**src/rtl/mux_channel_scanner_pkg.sv**
```systemverilog
// Shared constants, FSM state type and slot helpers for the mux channel scanner.
package mux_scan_pkg;

   localparam int unsigned NCH    = 8;
   localparam int unsigned SEL_W  = 3;
   localparam int unsigned DATA_W = 4;

   typedef enum logic {
      IDLE = 1'b0,
      SCAN = 1'b1
   } state_t;

   // LSB position of channel n inside the packed snapshot
   function automatic int unsigned slot_lo(input int unsigned n);
      return n * DATA_W;
   endfunction

endpackage

```
**src/rtl/mux_channel_scanner_next_finder.sv**
```systemverilog
// Combinational search over a channel mask: lowest set bit and next set bit above cur.
module scan_next_finder
   import mux_scan_pkg::*;
(
   input  logic [NCH-1:0]   mask,
   input  logic [SEL_W-1:0] cur,
   output logic [SEL_W-1:0] next_idx,
   output logic             has_next,
   output logic [SEL_W-1:0] first_idx,
   output logic             any
);

   // Scan downwards so the lowest qualifying bit is the one left standing
   always_comb begin
      next_idx  = '0;
      has_next  = 1'b0;
      first_idx = '0;
      any       = |mask;
      for (int i = int'(NCH) - 1; i >= 0; i--) begin
         if (mask[i]) begin
            first_idx = SEL_W'(i);
         end
         if (mask[i] && (i > int'(cur))) begin
            next_idx = SEL_W'(i);
            has_next = 1'b1;
         end
      end
   end

endmodule

```
**src/rtl/mux_channel_scanner.sv**
```systemverilog
// Drives the 8:1 mux select over enabled channels, dwells, captures mux_y into
// a sample strobe and a per-channel snapshot; single-frame or continuous.
module mux_channel_scanner
   import mux_scan_pkg::*;
#(
   parameter int unsigned DWELL = 4
) (
   input  logic                    clk,
   input  logic                    rst,
   input  logic                    start,
   input  logic                    continuous,
   input  logic [NCH-1:0]          ch_mask,
   output logic [SEL_W-1:0]        sel,
   input  logic [DATA_W-1:0]       mux_y,
   output logic                    sample_valid,
   output logic [SEL_W-1:0]        sample_ch,
   output logic [DATA_W-1:0]       sample_data,
   output logic                    frame_done,
   output logic                    busy,
   output logic [NCH*DATA_W-1:0]   snapshot
);

   localparam int unsigned CNT_W = (DWELL > 1) ? $clog2(DWELL) : 1;
   localparam logic [CNT_W-1:0] CNT_LOAD = CNT_W'(DWELL - 1);

   state_t                  state, state_d;
   logic [CNT_W-1:0]        cnt, cnt_d;
   logic [NCH-1:0]          mask_q, mask_d;
   logic [SEL_W-1:0]        sel_d;
   logic                    sample_valid_d;
   logic [SEL_W-1:0]        sample_ch_d;
   logic [DATA_W-1:0]       sample_data_d;
   logic                    frame_done_d;
   logic                    busy_d;
   logic [NCH*DATA_W-1:0]   snapshot_d;

   logic [SEL_W-1:0]        q_next, q_first, c_next, c_first;
   logic                    q_has, q_any, c_has, c_any;
   logic                    unused_finder;

   // Next enabled channel within the latched frame mask
   scan_next_finder u_frame_finder (
      .mask      (mask_q),
      .cur       (sel),
      .next_idx  (q_next),
      .has_next  (q_has),
      .first_idx (q_first),
      .any       (q_any)
   );

   // First enabled channel of the live mask, used at frame start and wrap
   scan_next_finder u_start_finder (
      .mask      (ch_mask),
      .cur       (sel),
      .next_idx  (c_next),
      .has_next  (c_has),
      .first_idx (c_first),
      .any       (c_any)
   );

   assign unused_finder = ^{q_first, q_any, c_next, c_has};

   always_ff @(posedge clk or posedge rst) begin
      if (rst) begin
         state        <= IDLE;
         sel          <= '0;
         cnt          <= '0;
         mask_q       <= '0;
         sample_valid <= 1'b0;
         sample_ch    <= '0;
         sample_data  <= '0;
         frame_done   <= 1'b0;
         busy         <= 1'b0;
         snapshot     <= '0;
      end else begin
         state        <= state_d;
         sel          <= sel_d;
         cnt          <= cnt_d;
         mask_q       <= mask_d;
         sample_valid <= sample_valid_d;
         sample_ch    <= sample_ch_d;
         sample_data  <= sample_data_d;
         frame_done   <= frame_done_d;
         busy         <= busy_d;
         snapshot     <= snapshot_d;
      end
   end

   always_comb begin
      state_d        = state;
      sel_d          = sel;
      cnt_d          = cnt;
      mask_d         = mask_q;
      sample_valid_d = 1'b0;
      sample_ch_d    = sample_ch;
      sample_data_d  = sample_data;
      frame_done_d   = 1'b0;
      snapshot_d     = snapshot;

      case (state)
         IDLE: begin
            if (start && c_any) begin
               mask_d  = ch_mask;
               sel_d   = c_first;
               cnt_d   = CNT_LOAD;
               state_d = SCAN;
            end
         end
         SCAN: begin
            if (cnt != '0) begin
               cnt_d = cnt - CNT_W'(1);
            end else begin
               // Capture edge: strobe the sample and update its snapshot slot
               sample_valid_d = 1'b1;
               sample_ch_d    = sel;
               sample_data_d  = mux_y;
               for (int n = 0; n < int'(NCH); n++) begin
                  if (sel == SEL_W'(n)) begin
                     snapshot_d[slot_lo(n) +: DATA_W] = mux_y;
                  end
               end
               if (q_has) begin
                  sel_d = q_next;
                  cnt_d = CNT_LOAD;
               end else begin
                  frame_done_d = 1'b1;
                  if (continuous && c_any) begin
                     mask_d = ch_mask;
                     sel_d  = c_first;
                     cnt_d  = CNT_LOAD;
                  end else begin
                     state_d = IDLE;
                  end
               end
            end
         end
         default: state_d = IDLE;
      endcase

      busy_d = (state_d == SCAN);
   end

endmodule

```
**config.mk**
```make
export PLATFORM = sky130hd
export DESIGN_NAME = mux_channel_scanner
export DESIGN_NICKNAME = d
export VERILOG_FILES = /design/src/rtl/mux_channel_scanner_pkg.sv /design/src/rtl/mux_channel_scanner_next_finder.sv /design/src/rtl/mux_channel_scanner.sv
export SDC_FILE = /design/constraint.sdc
export NUM_CORES = 1
export LEC_CHECK = 0
export BUFFER_PORTS_ARGS = -buffer_cell sky130_fd_sc_hd__buf_2
export CAP_MARGIN = 10
export CORE_ASPECT_RATIO = 0.5
export CORE_MARGIN = 5
export CORE_UTILIZATION = 39
export CTS_BUF_LIST = sky130_fd_sc_hd__clkbuf_4
export CTS_CLUSTER_DIAMETER = 40
export DETAILED_ROUTE_END_ITERATION = 7
export PLACE_DENSITY = 0.62
export SETUP_SLACK_MARGIN = 0.1
export SLEW_MARGIN = 0
export SYNTH_ARGS = -nofsm -noshare
export SYNTH_HDL_FRONTEND = slang
export SYNTH_SLANG_ARGS = --single-unit
```
**constraint.sdc**
```tcl
create_clock -name clk -period 3.1 [get_ports clk]
set_input_delay 0.465 -clock clk [delete_from_list [all_inputs] [get_ports clk]]
set_output_delay 0.465 -clock clk [all_outputs]
set_load 0.01 [all_outputs]
```
=== Word-level counts from Yosys, hierarchy flattened ===
Index checks and enable logic that the tools add are counted.

* Output and inout port bits: 45
* Register bits: 55
* Logic and storage cells: 110

* Reductions and logical operators: 24
* $add $sub $neg: 1
* Eq/ne operators: 13
* Multiplexer cells: 47
* Bitwise gates (word level): 2
* Order comparisons: 7

{| class="wikitable"
|+ Operators by type and width
! operator !! number
|-
| $mux 3 || 19
|-
| $mux 8 || 4
|-
| $reduce_and 3->1 || 9
|-
| $mux 1 || 16
|-
| $pmux 8 s2 || 1
|-
| $eq 3x3->1 const B || 4
|-
| $gt 3x3->1 const A || 4
|-
| $logic_and 1x1->1 || 9
|-
| $mux 2 || 4
|-
| $reduce_or 8->1 || 1
|-
| $eq 3x2->1 const B || 2
|-
| $gt 2x3->1 const A || 2
|-
| $ne 2x2->1 const B || 3
|-
| $pmux 3 s2 || 1
|-
| $ne 4x1->1 const B || 1
|-
| $pmux 2 s2 || 1
|-
| $reduce_and 2->1 || 2
|-
| $reduce_and 4->1 || 1
|-
| $eq 3x1->1 const B || 1
|-
| $gt 1x3->1 const A || 1
|-
| $logic_not 3->1 || 1
|-
| $ne 3x1->1 const B || 1
|-
| $ne 2x1->1 const B || 1
|-
| $not 1->1 || 2
|-
| 3 further kinds || 3
|}

=== Logic depth before layout (Yosys ltp) ===
Gate-level depths: netlist of the first run.

* Depth after elaboration: 12
* Gate-level depth with buffers: 7
* Depth with buffers taken out: 7

=== Cells and area by module ===
A second synthesis of the first run with hierarchy kept.

* Cells, all modules: 236
* Area, all modules: 2736.4 um2

{| class="wikitable"
|+ Modules (own cells, without submodules)
! module !! times used !! sequential area each (um2) !! area each (um2) !! cells an instance
|-
| mux_channel_scanner || 1 || 1376.3 || 2218.4 || 146
|-
| scan_next_finder || 2 || 0.0 || 259.0 || 45
|}

=== Worst setup path after synthesis of the first run ===
No wires, ideal clock.

* Path kind: flip-flop to flip-flop
* Start: register sel[1]
* End: register mask_q[1]
* Path buffers: 1
* Required time: 2975 ps
* Arrival time: 1611 ps
* Stages on the path, launching flop included: 7
* Clock period less this slack: 1736 ps
* Setup slack: 1364 ps
* Cell sequence: dfrtp_1 buf_6 or3b_4 nand4_4 o21ai_4 nand3_4 mux2_2

* Word-level cells in the longest chain between the ends: 11
* Elaborated cells between the ends (all ways): 23

{| class="wikitable"
|+ Ends and longest elaborated chain
! item !! line !! text
|-
| start: declaration || mux_channel_scanner.sv:13 || <nowiki>output logic [SEL_W-1:0] sel,</nowiki>
|-
| start signal: assignment || mux_channel_scanner.sv:77 || <nowiki>sel <= sel_d;</nowiki>
|-
| $gt 3x3->1 || - ||
|-
| $logic_and 1x1->1 || mux_channel_scanner_next_finder.sv:23 || <nowiki>if (mask[i] && (i > int'(cur))) begin</nowiki>
|-
| $mux 1 (6 in series) || mux_channel_scanner_next_finder.sv:23 ||
|-
| $mux 1 * || mux_channel_scanner_next_finder.sv:23 ||
|-
| $ne 2x2->1 (no line) * || - ||
|-
| $reduce_and 4->1 (no line) * || - ||
|-
| end signal: assignment || mux_channel_scanner.sv:79 || <nowiki>mask_q <= mask_d;</nowiki>
|-
| end: declaration || mux_channel_scanner.sv:28 || <nowiki>logic [NCH-1:0] mask_q, mask_d;</nowiki>
|}

Mark *: on every way between the ends. The rest lies on a longest branch, timed or not.
A chain may end at the register's enable or synchronous reset.

=== Final worst setup path of the first run ===
* Start: register cnt[0]
* End: register snapshot[23]

* Word-level cells in the longest chain between the ends: 3

{| class="wikitable"
|+ Ends and longest elaborated chain
! item !! line !! text
|-
| start: declaration || mux_channel_scanner.sv:27 || <nowiki>logic [CNT_W-1:0] cnt, cnt_d;</nowiki>
|-
| start signal: assignment || mux_channel_scanner.sv:78 || <nowiki>cnt <= cnt_d;</nowiki>
|-
| $reduce_bool 2->1 || mux_channel_scanner.sv:110 || <nowiki>if (cnt != '0) begin</nowiki>
|-
| $not 1->1 (no line) || - ||
|-
| $reduce_and 3->1 (no line) || - ||
|-
| end signal: assignment || mux_channel_scanner.sv:85 || <nowiki>snapshot <= snapshot_d;</nowiki>
|-
| end: declaration || mux_channel_scanner.sv:20 || <nowiki>output logic [NCH*DATA_W-1:0] snapshot</nowiki>
|}

No other way between the ends.

==> results of run 1 <==
## state kept, by name, indices dropped and copies added (netlist names)
register / cells
state: 1
snapshot: 32
sample_valid: 1
cnt: 2
sample_data: 4
sample_ch: 3
frame_done: 1
mask_q: 7
sel: 3
## area by class of cell
type | count | area share, %
clock buffers | 5 | 1.25
clock inverters | 2 | 1.29
inverters | 11 | 1.37
multi-input cells | 125 | 36.9
flip-flops and latches | 54 | 44.9
well taps | 88 | 3.66
repair buffers | 61 | 10.6
## power groups by stage
stage	clock (mW)	sequential, mW	combinational, mW
after global placement	0	1.35	1.52
after global routing	0.435	1.40	1.69
after floorplan	0	1.39	1.01
final	0.393	1.33	1.53
after CTS	0.409	1.34	1.55
after detailed placement	0	1.35	1.55
## worst max-delay path, cell delays in order, from the launching register on
cell     delay [ps]
dfrtp_1         420
inv_1            60
ha_1            160
nand2_1         290
inv_2           240
nand2_1         160
nor2_2          280
mux2_2          360
## cells by family after synthesis
kind of cell	after synthesis	share of synthesized area (%)
AO/OA/AOI/OAI	31	11.3
AND/OR/NAND/NOR	47	11.7
adder cells (fa/ha/maj)	1	0.493
flip-flops	54	53.3
buffers and inverters	15	2.96
multiplexers	46	20.3
## how the worst max path moves through the flow
stage            from      endpoint  slack (ps)  cells after the start
4_1_cts        cnt[0]  snapshot[23]        1020                      7
5_1_grt        cnt[0]  snapshot[21]         850                      7
3_3_place_gp   cnt[0]  snapshot[15]        1090                      7
6_report       cnt[0]  snapshot[23]        1030                      7
2_1_floorplan     rst        cnt[0]        1320                      1
3_5_place_dp   cnt[0]  snapshot[20]        1030                      7
## synthesized netlist by cell type (2+ instances only)
cell type   n
a211oi_1    2
o22ai_1     2
a222oi_1    2
nor2b_1     4
nor2_2      3
nor4_2      2
mux2i_1     3
o21a_1      2
o21ai_0     6
nand4_1     2
buf_6       2
dfrtp_1    54
nor2_1      7
nand2b_1    2
a21o_1      2
inv_1      10
a21oi_1     3
nand2_1    14
mux2_2     43
nor3_1      3
## layer usage
metal | global-route usage [%] | vias up | share of wire, %
li1 | - | 821 | -
met2 | 25.7 | 47 | 47
met4 | 6.14 | 0 | 1.8
met3 | 3.82 | 12 | 5.9
met1 | 19.3 | 897 | 45
met5 | 0 | - | 0
## per-stage QoR
step,std cells,power [mW],utilization (%),cell area (um2),hold slack (ps)
after floorplan,194,2.40,-,2540,446
after global placement,338,2.86,47.1,2910,462
after detailed placement,338,2.90,47.1,2910,481
after CTS,345,3.30,48.4,2990,354
after global routing,346,3.52,48.7,3010,145
final,346,3.26,48.7,3010,122
==> summary.txt, run 1 <==
Outcome
  • Status: finished clean

Floorplanning
  • Die area: 8310 um2
  • Core area: roughly 6000 um2
  • DIE HEIGHT: between 60 and 70 um
  • Initial core utilization: 41.0%
  • Boundary Pins: 61
  • DIE WIDTH: 124 um
  • Rows: 20

Final layout
  • Most frequent cells in the layout: buf_2, dfrtp_1, mux2_2
  • Total Nets Final: between 200 and 300
  • Layout area overhead: 18.6%
  • Multi-input logic area: 1110 um2
  • FILL cells: just under 600
  • Register area: approximately 1400 um2
  • Commonest non-fill, non-tap cell in the layout: buf_2
  • N_diodes: 0
  • Ratio of cells with drive above 1 in the final layout: about half

Detailed routing
  • DR vias: about 1800
  • Drt wl/cell: roughly 17 um
  • Drt pass-1 iters: 4
  • DRT iter0 DRCs: between 70 and 80
  • DRC violations left: 0
  • Antenna Nets Post-Route: 0
  • Final wirelength: 5.89 mm
  • Via-to-Cell Ratio: between 5 and 6

Worst setup path
  • Crit. End Element: flop
  • Cells on worst reg2reg path: 7
  • CP Class: flop to flop
  • Flop2flop setup slack: between 1000 and 1500 ps
  • Arrival @ worst endpoint: between 2000 and 2500 ps
  • CP Max Fanout: 14
  • CP Data Required Time: 3390 ps
  • RR Startpoint: cnt[0]
  • Type of origin of the critical path: flop
  • Reg2reg end: snapshot[23]

STA
  • Count of final hold-check violations: 0
  • Worst setup slack after layout: ~1000 ps
  • Setup TNS: 0 ps
  • Final max-slew violation count: 0
  • Post-route clock period utilization: about two thirds
  • RSZ-0062 raised after global routing: no
  • Slew @ Worst Pin: 624 ps
  • Number of setup violations in the final report: 0
  • Final min period: 2070 ps
  • Fmax: between 0.4 and 0.5 GHz
  • Slew margin rel.: about three fifths
  • Final Skew: approximately 14 ps

GRT
  • Vias in the first global route: 1946
  • First-pass GRT wire length: slightly below 10 mm
  • Total Routing Usage GR: ~15%
  • Pin count of the biggest net entering global routing: 55
  • GRT overflow: 0
  • Initial antenna violation count: 0

Synth
  • Area leader, netlist: dfrtp_1
  • Post-synthesis area per instance: ~13 um2
  • Post-synthesis sequential area ratio: roughly 53%
  • Ys flop type: dfrtp_1
  • Yosys reg bits: 54
  • FFs w/ async S/R, synth: 100%
  • Post-Syn Area: ~2500 um2
  • Yosys cell types: 46
  • Yosys warns: 0
  • EDFF count, synth: 0
  • Share of the synthesized area in the top cell type: a little over half
  • Synth Net Count: 211
  • Cell count after synthesis: slightly below 200
  • Synth top area cells: dfrtp_1, mux2_2, nand2_1

Clock network
  • Clk buf depth: 2
  • Skew-Pair Late Insertion Delay: just under 400 ps
  • Root buffer cell: clkbuf_4
  • # resized after CTS: 0
  • CTS buffer count: 5
  • # clock sinks: between 50 and 60
  • Hold_buf cts: 0
  • Post-CTS setup buffers: 0
  • TritonCTS clock tree: built
  • CTS H-Tree Depth: 2
  • Clock slew at reported path FFs: roughly 160 ps

Place
  • GP Congestion: between 0.8 and 0.9
  • I/O Buffers: 60
  • HPWL after detailed placement: 4.30 mm
  • DP Worst Slack: 1030 ps

Power
  • Maximum VDD drop: roughly 0.46 mV
  • Cell Int Power: approximately 2 mW
  • Clk network pwr share: between 10% and 20%
  • Seq pwr share: between 40% and 50%
  • Logic pwr share: ~47%
  • Fraction of power spent switching nets: around two fifths
  • Leakage power figure: between 1 and 1.5 nW
  • Psw: between 1 and 1.5 mW
  • Power density cells: 1080 nW/um2

Min path
  • HP Class: input port to asynchronous set/reset pin

Flow run
  • Max cap viols: 0
(Power assumes the default switching activity.)
==> inputs of run 2 (changes only) <==
--- a/config.mk
+++ b/config.mk
@@ -13,7 +13,7 @@
 export CTS_BUF_LIST = sky130_fd_sc_hd__clkbuf_4
 export CTS_CLUSTER_DIAMETER = 40
 export DETAILED_ROUTE_END_ITERATION = 7
-export PLACE_DENSITY = 0.62
+export PLACE_DENSITY = 0.65
 export SETUP_SLACK_MARGIN = 0.1
 export SLEW_MARGIN = 0
 export SYNTH_ARGS = -nofsm -noshare
==> constraint.sdc (replaced) <==
create_clock -name clk -period 1.7 [get_ports clk]
set_input_delay 0.255 -clock clk [delete_from_list [all_inputs] [get_ports clk]]
set_output_delay 0.255 -clock clk [all_outputs]
set_load 0.01 [all_outputs]
==> run 2 against run 1 <==
The run now ends with negative setup slack left. Final area increased by 14%. Combinational power increased by 150%. Count of clock-buffer cells in the layout unchanged. Clock power increased by 92%. Register-to-register slack got worse by 1000 ps. Non-clock buffer count increased by 35. Fmax increased by 21%. Cell count increased by 10%. Routed wire length increased by 5.2%. Highest routed layer unchanged.
==> summary.txt, run 2 (synthesized netlist as in run 1, its figures left out) <==
Detailed routing
  • DR vias: 1882 (was 1777)
  • DRT iter0 DRCs: 45 (was 77)
  • Final wirelength: 6.19 mm (was 5.89 mm)
  • DRC violations left: 0 (unchanged)
  • Drt pass-1 iters: 4 (unchanged)
  • Via-to-Cell Ratio: 4.93 (was 5.14)
  • Antenna Nets Post-Route: 0 (unchanged)
  • Drt wl/cell: 16.2 um (was 17.0 um)

GRT
  • First-pass GRT wire length: 10.2 mm (was 9.78 mm)
  • Vias in the first global route: 2052 (was 1946)
  • Total Routing Usage GR: 15.9% (was 15.4%)
  • Pin count of the biggest net entering global routing: 55 (unchanged)
  • GRT overflow: 0 (unchanged)
  • Initial antenna violation count: 0 (unchanged)

STA
  • Final min period: 1710 ps (was 2070 ps)
  • RSZ-0062 raised after global routing: yes (was no)
  • Fmax: 0.585 GHz (was 0.483 GHz)
  • Final max-slew violation count: 0 (unchanged)
  • Final Skew: 5.50 ps (was 14.1 ps)
  • Number of setup violations in the final report: 4 (was 0)
  • Worst setup slack after layout: -9.74 ps (was 1030 ps)
  • Slew @ Worst Pin: 363 ps (was 624 ps)
  • Post-route clock period utilization: 101% (was 66.8%)
  • Count of final hold-check violations: 0 (unchanged)
  • Slew margin rel.: 75.7% (was 58.3%)

Min path
  • Hold Startpoint: ch_mask[7]
  • Worst Hold Endpoint: mask_q[7]
  • HP Class: input port to flop (was input port to asynchronous set/reset pin)
  • Hold depth: 2

Worst setup path
  • Flop2flop setup slack: -10 ps (was 1030 ps)
  • Crit. End Element: flop (unchanged)
  • RR Startpoint: sel[1] (was cnt[0])
  • Type of origin of the critical path: flop (unchanged)
  • CP Data Required Time: 1990 ps (was 3390 ps)
  • CP Max Fanout: 7 (was 14)
  • Cells on worst reg2reg path: 5 (was 7)
  • CP max stage delay: 490 ps (was 420 ps)
  • Critical-path cell list: buf_4 -> a221oi_4 -> o21ai_4 -> nand3_4 -> mux2_2 (was inv_1 -> ha_1 -> nand2_1 -> inv_2 -> nand2_1 -> nor2_2 -> mux2_2)
  • Reg2reg end: mask_q[5] (was snapshot[23])
  • Critical Path Slowest Stage Cell: dfrtp_2 (was dfrtp_1)
  • Critical path's top delay family: flip-flops (was simple AND/OR/NAND/NOR gates)
  • CP Class: flop to flop (unchanged)
  • CP bufs+invs: 1 (was 2)
  • Arrival @ worst endpoint: 2000 ps (was 2360 ps)

Clock network
  • # clock sinks: 54 (unchanged)
  • Root buffer cell: clkbuf_4 (unchanged)
  • CTS buffer count: 5 (unchanged)
  • TritonCTS clock tree: built (unchanged)
  • Clock slew at reported path FFs: 160 ps (about the same)
  • CTS H-Tree Depth: 2 (unchanged)
  • Clk buf depth: 2 (unchanged)
  • Skew-Pair Late Insertion Delay: 380 ps (was 390 ps)

Floorplanning
  • Boundary Pins: 61 (unchanged)
  • DIE HEIGHT: 67.0 um (unchanged)
  • Initial core utilization: 41.0% (unchanged)
  • Die area: 8310 um2 (unchanged)
  • Rows: 20 (unchanged)
  • DIE WIDTH: 124 um (unchanged)
  • Core area: 6180 um2 (unchanged)

Power
  • Power density cells: 2010 nW/um2 (was 1080 nW/um2)
  • Overall Power: 6.90 mW (was 3.26 mW)
  • Leakage power figure: 1.63 nW (was 1.41 nW)
  • Maximum VDD drop: 0.678 mV (was 0.462 mV)

Final layout
  • FILL cells: 554 (was 594)
  • Commonest non-fill, non-tap cell in the layout: buf_2 (unchanged)
  • Largest registers: snapshot x32, mask_q x7, sample_data x4 (unchanged)
  • Total Nets Final: 310 (was 275)
  • Most flop-heavy register: snapshot (unchanged)
  • N_diodes: 0 (unchanged)
  • Most frequent cells in the layout: buf_2, dfrtp_1, mux2_2 (unchanged)
  • Largest register FFs: 32 (unchanged)
  • Non-Filler Instances: 382 (was 346)
  • Ratio of cells with drive above 1 in the final layout: 63.6% (was 51.6%)
  • Layout area overhead: 35.3% (was 18.6%)

Place
  • GP Congestion: 0.828 (was 0.838)
  • Placed cells: 363 (was 338)
  • I/O Buffers: 60 (unchanged)
  • HPWL after detailed placement: 4.52 mm (was 4.30 mm)

Flow run
  • Max cap viols: 0 (unchanged)

Outcome
  • Failing checks: negative setup slack
  • Status: complete, but fails checks (was finished clean)
## run 2: cell types whose count changed in the layout (fill, tap and decap cells not counted), moves of 4 or more
| cell | before | now |
|---|---|---|
| mux2_4 | 0 | 4 |
| mux2_2 | 43 | 39 |
| buf_4 | 0 | 29 |
| inv_1 | 9 | 5 |
| nand2_1 | 14 | 10 |
| buf_6 | 0 | 4 |
## run 2: cell type report
class	count	area [um2]	area share [%]
clock inverter	3	47.5	1.39
timing repair buffer	96	608	17.7
multi-input combinational	125	1220	35.6
clock buffer	5	37.5	1.09
sequential	54	1360	39.5
tap	88	110	3.21
inverter	11	50.0	1.46
## run 2: power by group
part | switching (mW) | internal [mW]
Combinational | 1.82 | 1.99
Clock | 0.431 | 0.321
Sequential | 0.412 | 1.92
Total | 2.67 | 4.23
## run 2: timing repair
action	4_1_cts	5_1_grt
hold buffers	1	0
gates resized for setup	21	18
buffers inserted	8	3
hold endpoints to repair	54	0
setup endpoints to repair	45	35
pin swaps	11	6
## run 2: worst max-delay path by stage
| stage | slack (ps) | depth (start not counted) | from | endpoint |
|---|---|---|---|---|
| CTS | 3 | 5 | sel[0] | mask_q[2] |
| global route | -90 | 5 | mask_q[7] | cnt[0] |
| floorplan | -30 | 6 | sel[0] | mask_q[1] |
| finish | -10 | 5 | sel[1] | mask_q[5] |
| detailed placement | -50 | 5 | sel[0] | mask_q[2] |
| global placement | 10 | 5 | sel[0] | sel[1] |
## run 2: per-stage QoR
step	area [um2]	util, %	setup TNS, ps	hold WS, ps	setup WS [ps]
after CTS	3340	54.0	0	137	3.27
after global routing	3430	55.5	-786	132	-94.0
after floorplan	2540	-	-191	405	-27.2
after global placement	3110	50.4	0	321	11.8
after detailed placement	3110	50.4	-436	325	-52.5
final	3430	55.5	-34.6	152	-9.74
## run 2: metal layers
metal,global-route usage (%),wire length (um),up-vias
met1,20.1,2920,944
li1,-,-,894
met4,5.05,57,0
met3,3.90,244,7
met5,0,0,-
met2,26.9,2970,37
## run 2: worst register-to-register path, cell delays in order, from the launching register on
cell      delay, ps
dfrtp_2         490
buf_4           180
a221oi_4        350
o21ai_4         110
nand3_4         150
mux2_2          350
==> inputs of run 3 (changes only) <==
--- a/config.mk
+++ b/config.mk
@@ -13,9 +13,10 @@
 export CTS_BUF_LIST = sky130_fd_sc_hd__clkbuf_4
 export CTS_CLUSTER_DIAMETER = 40
 export DETAILED_ROUTE_END_ITERATION = 7
-export PLACE_DENSITY = 0.65
+export PLACE_DENSITY = 0.64
 export SETUP_SLACK_MARGIN = 0.1
 export SLEW_MARGIN = 0
 export SYNTH_ARGS = -nofsm -noshare
 export SYNTH_HDL_FRONTEND = slang
+export SYNTH_HIERARCHICAL = 1
 export SYNTH_SLANG_ARGS = --single-unit
==> run 3 against run 2 <==
The flow still finishes with violations (negative setup slack). Cell count grew 2.1%. Register-to-register slack lost 310 ps. Utilization grew 1.5 points. Synthesized cell count shrank 1.0%. Final area grew 1.0%. Power shrank 1.1%. Setup slack lost 310 ps. Sequential share of layout area shrank 0.40 points. Fmax shrank 15%. Clock power shrank 17%. Largest power group unchanged. Highest routed layer unchanged.
==> summary.txt, run 3 <==
Detailed routing
  • Final wirelength: 6.20 mm (was 6.19 mm)
  • Drt wl/cell: 15.9 um (was 16.2 um)
  • DRC violations left: 0 (unchanged)
  • Antenna Nets Post-Route: 0 (unchanged)
  • DR vias: 1903 (was 1882)
  • DRT iter0 DRCs: 123 (was 45)
  • Via-to-Cell Ratio: 4.88 (was 4.93)
  • Drt pass-1 iters: 4 (unchanged)

Power
  • Maximum VDD drop: 0.569 mV (was 0.678 mV)
  • Leakage power figure: 1.74 nW (was 1.63 nW)
  • Overall Power: 6.82 mW (was 6.90 mW)
  • Power density cells: 1970 nW/um2 (was 2010 nW/um2)

Clock network
  • Root buffer cell: clkbuf_4 (unchanged)
  • TritonCTS clock tree: built (unchanged)
  • Skew-Pair Late Insertion Delay: 380 ps (about the same)
  • CTS H-Tree Depth: 2 (unchanged)
  • CTS buffer count: 5 (unchanged)
  • Clock slew at reported path FFs: 160 ps (about the same)
  • Clk buf depth: 2 (unchanged)
  • # clock sinks: 54 (unchanged)

STA
  • Post-route clock period utilization: 119% (was 101%)
  • Slew @ Worst Pin: 355 ps (was 363 ps)
  • Count of final hold-check violations: 0 (unchanged)
  • Number of setup violations in the final report: 17 (was 4)
  • Slew margin rel.: 76.1% (was 75.7%)
  • Final Skew: 11.0 ps (was 5.50 ps)
  • Worst setup slack after layout: -317 ps (was -9.74 ps)
  • Setup TNS: -3110 ps (was -34.6 ps)
  • RSZ-0062 raised after global routing: yes (unchanged)
  • Fmax: 0.496 GHz (was 0.585 GHz)
  • Final max-slew violation count: 0 (unchanged)
  • Final min period: 2020 ps (was 1710 ps)

Worst setup path
  • RR Startpoint: sel[0] (was sel[1])
  • CP Class: flop to flop (unchanged)
  • Crit. End Element: flop (unchanged)
  • Reg2reg end: mask_q[6] (was mask_q[5])
  • Flop2flop setup slack: -320 ps (was -10 ps)
  • CP Max Fanout: 7 (unchanged)
  • Cells on worst reg2reg path: 7 (was 5)
  • CP max stage delay: 480 ps (was 490 ps)
  • Type of origin of the critical path: flop (unchanged)
  • Critical-path cell list: nor2b_1 -> o21bai_1 -> a21oi_2 -> nand2b_4 -> and4b_1 -> o21ai_4 -> mux2_2 (was buf_4 -> a221oi_4 -> o21ai_4 -> nand3_4 -> mux2_2)
  • Arrival @ worst endpoint: 2300 ps (was 2000 ps)
  • CP Data Required Time: 1980 ps (was 1990 ps)
  • Critical Path Slowest Stage Cell: dfrtp_2 (unchanged)
  • CP bufs+invs: 0 (was 1)
  • Critical path's top delay family: simple AND/OR/NAND/NOR gates (was flip-flops)

GRT
  • GRT overflow: 0 (unchanged)
  • Pin count of the biggest net entering global routing: 40 (was 55)
  • First-pass GRT wire length: 9.82 mm (was 10.2 mm)
  • Vias in the first global route: 2029 (was 2052)
  • Total Routing Usage GR: 15.8% (was 15.9%)
  • Initial antenna violation count: 0 (unchanged)

Synth
  • Synth Net Count: 210 (was 211)
  • Cell count after synthesis: 192 (was 194)
  • Post-Syn Area: 2450 um2 (was 2540 um2)
  • Yosys warns: 6 (was 0)
  • Post-synthesis area per instance: 12.8 um2 (was 13.1 um2)

Final layout
  • Layout area overhead: 41.3% (was 35.3%)
  • Non-Filler Instances: 390 (was 382)
  • Most flop-heavy register: snapshot (unchanged)
  • Ratio of cells with drive above 1 in the final layout: 63.2% (was 63.6%)
  • Fin area: 3470 um2 (was 3430 um2)
  • Largest register FFs: 32 (unchanged)
  • Total Nets Final: 319 (was 310)
  • Most frequent cells in the layout: buf_2, dfrtp_1, buf_4 (was buf_2, dfrtp_1, mux2_2)
  • N_diodes: 0 (unchanged)
  • Largest registers: snapshot x32, mask_q x7, sample_data x4 (unchanged)
  • Final design utilization: 57.0% (was 55.5%)
  • Commonest non-fill, non-tap cell in the layout: buf_2 (unchanged)

Place
  • Cell Area, Placed: 3100 um2 (was 3110 um2)
  • Placed cells: 365 (was 363)
  • I/O Buffers: 60 (unchanged)
  • GP Congestion: 0.818 (was 0.828)
  • HPWL after detailed placement: 4.35 mm (was 4.52 mm)

Min path
  • Hold Startpoint: ch_mask[1] (was ch_mask[7])
  • HP Class: input port to flop (unchanged)
  • Hold depth: 2 (unchanged)
  • Worst Hold Endpoint: mask_q[1] (was mask_q[7])

Floorplanning
  • Core area: 6080 um2 (was 6180 um2)
  • Rows: 20 (unchanged)
  • Die area: 8070 um2 (was 8310 um2)
  • DIE HEIGHT: 66.1 um (was 67.0 um)
  • Boundary Pins: 61 (unchanged)
  • Initial core utilization: 40.3% (was 41.0%)
  • DIE WIDTH: 122 um (was 124 um)

Outcome
  • Failing checks: negative setup slack (unchanged)
  • Status: complete, but fails checks (unchanged)

Flow run
  • Max cap viols: 0 (unchanged)
## run 3: metrics by stage
| stage | setup WS [ps] | hold WS, ps |
|---|---|---|
| CTS | -215 | 142 |
| global placement | -158 | 242 |
| floorplan | -240 | 387 |
| finish | -317 | 153 |
| global route | -375 | 137 |
| detailed placement | -201 | 250 |
## run 3: report_power, final
group          switching, mW  internal [mW]  total (mW)
Sequential             0.412           1.91        2.32
Clock                  0.446          0.176       0.622
Combinational           1.67           2.21        3.88
## run 3: final cells by class
type | count | area, um2
clock inverter | 3 | 26.3
inverter | 9 | 33.8
clock buffer | 5 | 37.5
multi-input combinational | 124 | 1200
sequential | 54 | 1360
timing repair buffer | 107 | 704
tap | 88 | 110
fill | 501 | 2620
## run 3: how the worst max path moves through the flow
stage | from | endpoint | cells past startpoint
final | sel[0] | mask_q[6] | 7
after global routing | sel[0] | mask_q[4] | 7
after CTS | sel[0] | mask_q[3] | 7
after detailed placement | sel[0] | mask_q[3] | 7
after global placement | sel[0] | mask_q[1] | 7
after floorplan | sel[1] | mask_q[1] | 7
## run 3: what timing repair did
action | CTS | global route
hold buffers | 1 | 0
resized for setup | 14 | 30
hold endpoints to repair | 15 | 0
buffers inserted | 9 | 8
pin swaps | 3 | 9
setup endpoints to repair | 37 | 35
## run 3: per-layer routing
layer	vias to the layer above	GRT usage [%]	share of wire, %
met3	14	3.85	3.8
met2	46	28.0	50
met1	949	18.7	43
met4	0	6.56	2.5
li1	894	-	-
met5	-	0	0
